`src/rtl/read_queue_pkg.sv`:
```
// Shared definitions for the read_queue narrow-to-wide packer.
// Contents:
//   IN_WIDTH_DEF / OUT_WIDTH_DEF : default beat and word widths.
//   state_t                      : packer state, COLLECT (gathering beats)
//                                  or HOLD (word presented downstream).
//   beats_per_word()             : number of narrow beats per wide word.
package read_queue_pkg;

   localparam int IN_WIDTH_DEF  = 32;
   localparam int OUT_WIDTH_DEF = 512;

   typedef enum logic {
      COLLECT = 1'b0,
      HOLD    = 1'b1
   } state_t;

   function automatic int beats_per_word(input int out_width, input int in_width);
      return out_width / in_width;
   endfunction

endpackage

```
`src/rtl/read_queue_rise_detect.sv`:
```
// Rising-edge detector.
// Ports:
//   clk   : clock, rising edge.
//   reset : synchronous active-high reset; clears the delayed copy.
//   d     : input to watch.
//   pulse : high in the same cycle d rises (combinational on d).
module rise_detect #(
   parameter int DATA_WIDTH = 1
) (
   input  logic                  clk,
   input  logic                  reset,
   input  logic [DATA_WIDTH-1:0] d,
   output logic [DATA_WIDTH-1:0] pulse
);

   logic [DATA_WIDTH-1:0] d_q;

   // Delayed copy of the input, one cycle behind.
   always_ff @(posedge clk) begin
      if (reset) begin
         d_q <= '0;
      end else begin
         d_q <= d;
      end
   end

   // The pulse uses the live input so the edge acts in the cycle it occurs.
   assign pulse = d & ~d_q;

endmodule

```
`src/rtl/read_queue.sv`:
```
// read_queue: narrow-to-wide deserializer.
// Gathers MAX = OUT_WIDTH/IN_WIDTH accepted IN_WIDTH-bit beats and presents
// them as one OUT_WIDTH-bit word, first beat in the least significant lane.
// Ports:
//   clk          : clock, rising edge.
//   reset        : synchronous active-high reset.
//   din          : narrow input beat.
//   vld_in       : din valid.
//   rdy_upward   : ready to upstream (combinational).
//   dout         : assembled wide word (registered).
//   vld_out      : dout valid (registered).
//   rdy_downward : downstream ready.
//   ap_start     : kernel start; a rising edge discards any partial or held word.
module read_queue
   import read_queue_pkg::*;
#(
   parameter int IN_WIDTH  = IN_WIDTH_DEF,
   parameter int OUT_WIDTH = OUT_WIDTH_DEF
) (
   input  logic                 clk,
   input  logic                 reset,
   input  logic [IN_WIDTH-1:0]  din,
   input  logic                 vld_in,
   output logic                 rdy_upward,
   output logic [OUT_WIDTH-1:0] dout,
   output logic                 vld_out,
   input  logic                 rdy_downward,
   input  logic                 ap_start
);

   localparam int MAX   = beats_per_word(OUT_WIDTH, IN_WIDTH);
   localparam int CNT_W = $clog2(MAX);
   localparam logic [CNT_W-1:0] CNT_LAST = CNT_W'(MAX - 1);
   localparam logic [CNT_W-1:0] CNT_ONE  = CNT_W'(1);

   state_t                         state_r;
   logic [CNT_W-1:0]               cnt_r;
   // Only the upper OUT_WIDTH-IN_WIDTH bits of the shift register are kept:
   // the lowest lane would be shifted out by the very beat that completes a
   // word, so it is never observable.
   logic [OUT_WIDTH-IN_WIDTH-1:0]  sh_r;
   logic [OUT_WIDTH-1:0]           dout_r;
   logic                           vld_out_r;

   logic                           start_pulse_s;
   logic                           rdy_s;
   logic                           beat_acc_s;
   logic                           word_acc_s;
   logic [OUT_WIDTH-1:0]           shifted_s;

   rise_detect #(
      .DATA_WIDTH (1)
   ) u_start_edge (
      .clk   (clk),
      .reset (reset),
      .d     (ap_start),
      .pulse (start_pulse_s)
   );

   assign shifted_s  = {din, sh_r};
   assign beat_acc_s = vld_in & rdy_s;
   assign word_acc_s = vld_out_r & rdy_downward;

   // Upstream ready: open while collecting, follows downstream while holding.
   always_comb begin
      rdy_s = 1'b0;
      if (reset || start_pulse_s) begin
         rdy_s = 1'b0;
      end else begin
         case (state_r)
            COLLECT: rdy_s = 1'b1;
            HOLD:    rdy_s = rdy_downward;
            default: rdy_s = 1'b0;
         endcase
      end
   end

   // Packer state, beat counter, shift register and registered output word.
   always_ff @(posedge clk) begin
      if (reset) begin
         state_r   <= COLLECT;
         cnt_r     <= '0;
         sh_r      <= '0;
         dout_r    <= '0;
         vld_out_r <= 1'b0;
      end else if (start_pulse_s) begin
         state_r   <= COLLECT;
         cnt_r     <= '0;
         vld_out_r <= 1'b0;
      end else begin
         case (state_r)
            COLLECT: begin
               if (beat_acc_s) begin
                  sh_r <= shifted_s[OUT_WIDTH-1:IN_WIDTH];
                  if (cnt_r == CNT_LAST) begin
                     dout_r    <= shifted_s;
                     vld_out_r <= 1'b1;
                     cnt_r     <= '0;
                     state_r   <= HOLD;
                  end else begin
                     cnt_r <= cnt_r + CNT_ONE;
                  end
               end
            end
            HOLD: begin
               if (word_acc_s) begin
                  vld_out_r <= 1'b0;
                  state_r   <= COLLECT;
                  // A beat taken alongside the word starts the next word.
                  if (beat_acc_s) begin
                     sh_r  <= shifted_s[OUT_WIDTH-1:IN_WIDTH];
                     cnt_r <= CNT_ONE;
                  end else begin
                     cnt_r <= '0;
                  end
               end
            end
            default: begin
               state_r   <= COLLECT;
               cnt_r     <= '0;
               vld_out_r <= 1'b0;
            end
         endcase
      end
   end

   assign rdy_upward = rdy_s;
   assign dout       = dout_r;
   assign vld_out    = vld_out_r;

endmodule

```
`config.mk`:
```
export PLATFORM = sky130hd
export DESIGN_NAME = read_queue
export DESIGN_NICKNAME = d
export VERILOG_FILES = /design/src/rtl/read_queue_pkg.sv /design/src/rtl/read_queue_rise_detect.sv /design/src/rtl/read_queue.sv
export SDC_FILE = /design/constraint.sdc
export NUM_CORES = 2
export LEC_CHECK = 0
export BUFFER_PORTS_ARGS = -buffer_cell sky130_fd_sc_hd__buf_2
export CORE_ASPECT_RATIO = 0.9
export CORE_MARGIN = 3
export CORE_UTILIZATION = 40
export DETAILED_ROUTE_END_ITERATION = 10
export SLEW_MARGIN = 25
export SYNTH_ARGS = -nofsm -noshare
export SYNTH_HDL_FRONTEND = slang
export SYNTH_SLANG_ARGS = --single-unit
```
`constraint.sdc`:
```
create_clock -name clk -period 2.1 [get_ports clk]
set_input_delay 0.315 -clock clk [delete_from_list [all_inputs] [get_ports clk]]
set_output_delay 0.315 -clock clk [all_outputs]
set_load 0.01 [all_outputs]
```
### After elaboration in Yosys (flattened, before gate mapping)

Index checks and enable logic that the tools add are counted.

* logic and storage cells: 41
* bits in registers: 999
* bits of input ports: 37

* equal/unequal tests: 4
* mux-type cells: 18
* add/sub/neg operators: 1
* reduce and logical (&&, ||, !) cells: 6
* bitwise logic cells: 6

Operators by type and width (number)
* two-way mux 480 bit: 2
* one-hot mux 480 bit (2 select lines): 1
* two-way mux 4 bit: 3
* two-way mux 1 bit: 8
* one-hot mux 4 bit (2 select lines): 1
* one-hot mux 1 bit (2 select lines): 3
* adder 4 x 1 -> 4 bit (second input constant): 1
* == test 4 bit (second input constant): 1
* != test 2 bit (second input constant): 2
* AND reduction 2 bit: 2
* AND reduction 4 bit: 1
* AND 1 bit: 3
* inverter 1 bit: 3
* AND reduction 3 bit: 1
* != test 2 x 1 -> 1 bit (second input constant): 1
* OR reduction 2 bit: 1
* logical OR 1 bit: 1

### Longest topological paths before layout

* depth after elaboration: 8
* mapped depth: 8
* depth with buffers taken out: 4

### Cells and area by module

Synthesis repeated with hierarchy kept, for this count alone.

* cells, all modules: 4567
* area total of the unflattened synthesis: 37626.1 µm²

By module, submodules not included
* read_queue: sequential area each 19979.2 µm², times used 1, cells each 4564, area an instance 37578.5 µm²
* rise_detect: sequential area each 20.0 µm², times used 1, cells each 3, area an instance 47.5 µm²

### Worst setup path after synthesis

Ideal clock, no wire load.

* kind: input-to-reg
* from: input port reset
* to: register dout_r[0] (netlist: dout[0])
* path buffers: 5
* arrival: 1.898 ns
* required time: 1.979 ns
* library setup time: 0.121 ns
* stages on the path: 8
* path slack: 0.080 ns
* cell sequence: buf_4 -> nand2b_4 -> buf_6 -> or4_1 -> buf_2 -> buf_6 -> buf_6 -> mux2_4

* longest elaborated chain between the ends: 4

Ends and longest elaborated chain
* start: declaration: RTL line read_queue.sv:21 `input logic reset,`
* logical OR 1 bit: RTL line read_queue.sv:67 `if (reset || start_pulse_s) begin`
* two-way mux 1 bit: RTL line read_queue.sv:67
* AND 1 bit: RTL line read_queue.sv:61 `assign beat_acc_s = vld_in & rdy_s;`
* AND reduction 4 bit (no source line)
* end signal: assignment: RTL line read_queue.sv:96 `dout_r <= shifted_s;`
* end: declaration: RTL line read_queue.sv:42 `logic [OUT_WIDTH-1:0] dout_r;`

Parallel ways exist; a longest one is shown, timed or not.
A chain may end at the register's enable or synchronous reset.

### Worst setup path in the final report

* from: register cnt_r[1]
* to: register dout_r[314] (netlist: dout[314])

* longest elaborated chain between the ends: 2

Ends and longest elaborated chain
* start: declaration: RTL line read_queue.sv:37 `logic [CNT_W-1:0] cnt_r;`
* start signal: assignment: RTL line read_queue.sv:101 `cnt_r <= cnt_r + CNT_ONE;`
* == test 4 bit: RTL line read_queue.sv:95 `if (cnt_r == CNT_LAST) begin`
* AND reduction 4 bit (no source line)

No other way between the ends.

==> results.json <==
{
  "status": "finished, final reports clean",
  "reg2reg_slack_ps": 50,
  "r2r_cells": 6,
  "syn_inst": 4138,
  "fin_setup_tns_ps": 0,
  "grt_max_degree": 179,
  "layout_min_cycle_time_ps": 2050,
  "antenna_left": 0,
  "layout_common_cells": "998 x dfxtp_1, 549 x buf_2, 482 x a21oi_1, 481 x o31ai_1, 480 x nand4_1",
  "port_buffers": 550,
  "slowest_stage": "or4_4",
  "end_kind": "flip-flop",
  "holdCritPathClass": "in -> reg",
  "drive_gt1_share_pct": 28.0,
  "cts_max_path_buffers": 3,
  "yosysTopAreaCell": "dfxtp_1",
  "final_nets": 4523,
  "switching_share_pct": 22.7,
  "p_per_area_nw_per_um2": 796,
  "utilization_pct": 48.7,
  "setup_viol": 0,
  "p_sw_mw": 9.16,
  "clock-sinks": 999,
  "routed_via_density": 5.70,
  "syn_nets": 4176,
  "grt_pass1_wl_um": 206000,
  "cts.clk_slew.worst_paths_ps": 60,
  "tightest_slew_ps": 1160,
  "avgSynthCellArea_um2": 10.1,
  "antenna_found_initial": 3,
  "drv_slew": 0,
  "start_kind": "flip-flop",
  "synth.area.top_cells": "dfxtp_1 48%, mux2_4 14%, o31ai_1 8.6%",
  "dr.first_iter.drc_count": 3136,
  "layout_commonest_cell": "dfxtp_1",
  "crit_family": "simple AND/OR/NAND/NOR gates",
  "cp.required_ps": 2660,
  "insertion_delay_ps": 700,
  "clock-root-buffer": "clkbuf_16",
  "ir_drop_v": 0.000581,
  "synth_edf_count": 0,
  "cts_buffers": 105,
  "drt_first_pass_iters": 6,
  "r2r_end": "dout[314]$_SDFFE_PP0P_",
  "min_path_cells": 4,
  "grt-ovfl-total": 0,
  "drc": 0,
  "wl_per_cell_um": 23.0,
  "synth_seq_cells": 999,
  "min_from": "vld_in",
  "hpwl_um": 89100,
  "slew_headroom_pct": 22.5,
  "pin_count": 551,
  "design.die.area_um2": 109000,
  "path_cells": "ha_1 > nand3_1 > or4_4 > buf_12 > buf_12 > mux2_4",
  "p_leak_nw": 20.6,
  "worstHoldEndpoint": "cnt_r[2]$_SDFFE_PP0P_",
  "die_x_um": 347,
  "clock_skew_ps": 28.4,
  "via_count": 33900,
  "num_rows": 112,
  "rsz0062_at_grt": "false",
  "fmax_mhz": 489,
  "synthFlopType": "dfxtp_1",
  "grt_use_total_pct": 23.9,
  "grt_pass1_vias": 32200,
  "start_util_pct": 40.4,
  "r2r_start": "cnt_r[1]$_SDFFE_PP0P_",
  "cpMostUsedCell": "buf_12",
  "p_int_mw": 31.1,
  "max_stage_delay_ps": 480,
  "post-route-period-util_pct": 97.5,
  "cp_data_arrival_time_ps": 2610,
  "seqPwrFrac_pct": 47.2,
  "drv_cap": 0,
  "tritoncts": "yes",
  "yosysSeqAreaShare_pct": 47.7,
  "routed_wl_um": 137000,
  "power_mw": 40.3,
  "die_y_um": 313,
  "comb_power_share_pct": 3.9,
  "hold_violations": 0,
  "core_um2": 104000,
  "syn_area_um2": 41900,
  "synthArstFlopShare_pct": 0,
  "syn2layout_area_growth_pct": 20.8,
  "crit_type": "reg -> reg",
  "ys_types": 35,
  "path_max_fanout": 23,
  "n_fill_cell": 9514,
  "pwr-share-clk_pct": 48.9,
  "crit_buf_inv": 2,
  "cts.htree.levels": 3,
  "yosys_warnings": 0,
  "netlist.area_leader.share_pct": 47.7,
  "gp_congestion": 0.816
}
-- registers in the layout, indices dropped and copies added (netlist names) --
name and count:
dout 512, vld_out 1, u_start_edge.d_q 1, sh_r 480
state_r 1, cnt_r 4
-- routing by layer --
layer  GRT usage [%]  vias to the layer above  wire length, um
met2            36.8                     1107            61700
met1            34.4                    16700            62900
met5               0                        -               11
met4            7.14                        2             3980
met3            3.88                      200             8140
li1                -                    15900                -
-- final cells by class --
type	instances	area (um^2)	area share [%]
Sequential cell	999	20000	39.5
Clock inverter	31	394	0.779
Timing Repair Buffer	745	5450	10.8
Inverter	3	18.8	0.0371
Clock buffer	163	3310	6.54
Tap cell	1368	1710	3.38
Antenna cell	1	2.50	0.00494
Multi-Input combinational cell	2631	19700	39.0
-- logic make-up (layout without fill, tap and decap cells) --
| logic type | count (synthesis) | count (layout) | synth area share (%) |
|---|---|---|---|
| other | 0 | 1 | 0 |
| adder cells (fa/ha/maj) | 1 | 1 | 0.0298 |
| flip-flops | 999 | 999 | 47.7 |
| multiplexers | 512 | 512 | 16.8 |
| AO/OA/AOI/OAI | 978 | 978 | 14.7 |
| AND/OR/NAND/NOR | 1140 | 1140 | 15.5 |
| buffers and inverters | 508 | 942 | 5.37 |
-- stage by stage --
step,area [um^2],worst slack (ps),hold slack [ps],instances
global route,50600,1.96,65.5,5940
floorplan,41900,80.4,438,4138
global placement,46500,-26.6,440,5709
finish,50600,52.9,72.7,5941
CTS,50500,9.44,23.0,5937
detailed placement,46500,-18.3,443,5709
-- worst reg2reg max path, delay by kind of cell, from the launching register on --
family / cells / cell delay [ps]
adders and majority gates: 1 / 190
buffers and inverters: 2 / 440
DFF: 1 / 370
muxes: 1 / 350
and+or+nand+nor: 2 / 580
-- cells in the mapped netlist (all sizes together), types with 2 or more instances --
cell / count
a21o: 2
a21oi: 483
a22o: 2
a31oi: 2
buf: 84
clkbuf: 421
dfxtp: 999
inv: 3
mux2: 381
mux2i: 131
nand2: 264
nand2b: 4
nand3: 3
nand4: 480
nor2b: 384
o31ai: 481
-- worst max path at each step --
stage | cells after the start | startpoint | to | slack (ps)
CTS | 4 | u_start_edge.d_q$_SDFF_PP0_ | rdy_upward | 9
finish | 6 | cnt_r[1]$_SDFFE_PP0P_ | dout[314]$_SDFFE_PP0P_ | 50
global route | 6 | cnt_r[1]$_SDFFE_PP0P_ | dout[333]$_SDFFE_PP0P_ | 2
floorplan | 8 | reset | dout[0]$_SDFFE_PP0P_ | 80
detailed placement | 6 | ap_start | dout[13]$_SDFFE_PP0P_ | -20
global placement | 7 | ap_start | sh_r[291]$_SDFFE_PP0P_ | -30
-- timing repair --
item,in CTS,in global routing
hold endpoints to repair,66,0
setup endpoints to repair,1,55
gates cloned,0,2
hold buffers,34,0
setup buffers,0,1
gates resized for setup,2,4
-- power groups by stage --
stage                     combinational [mW]  clock [mW]  sequential, mW
after floorplan                        0.908           0            19.4
after global placement                  1.50           0            19.4
after detailed placement                1.49           0            19.4
after CTS                               1.55        20.0            19.0
after global routing                    1.67        20.8            19.0
final                                   1.57        19.7            19.0
(Power assumes the default switching activity.)
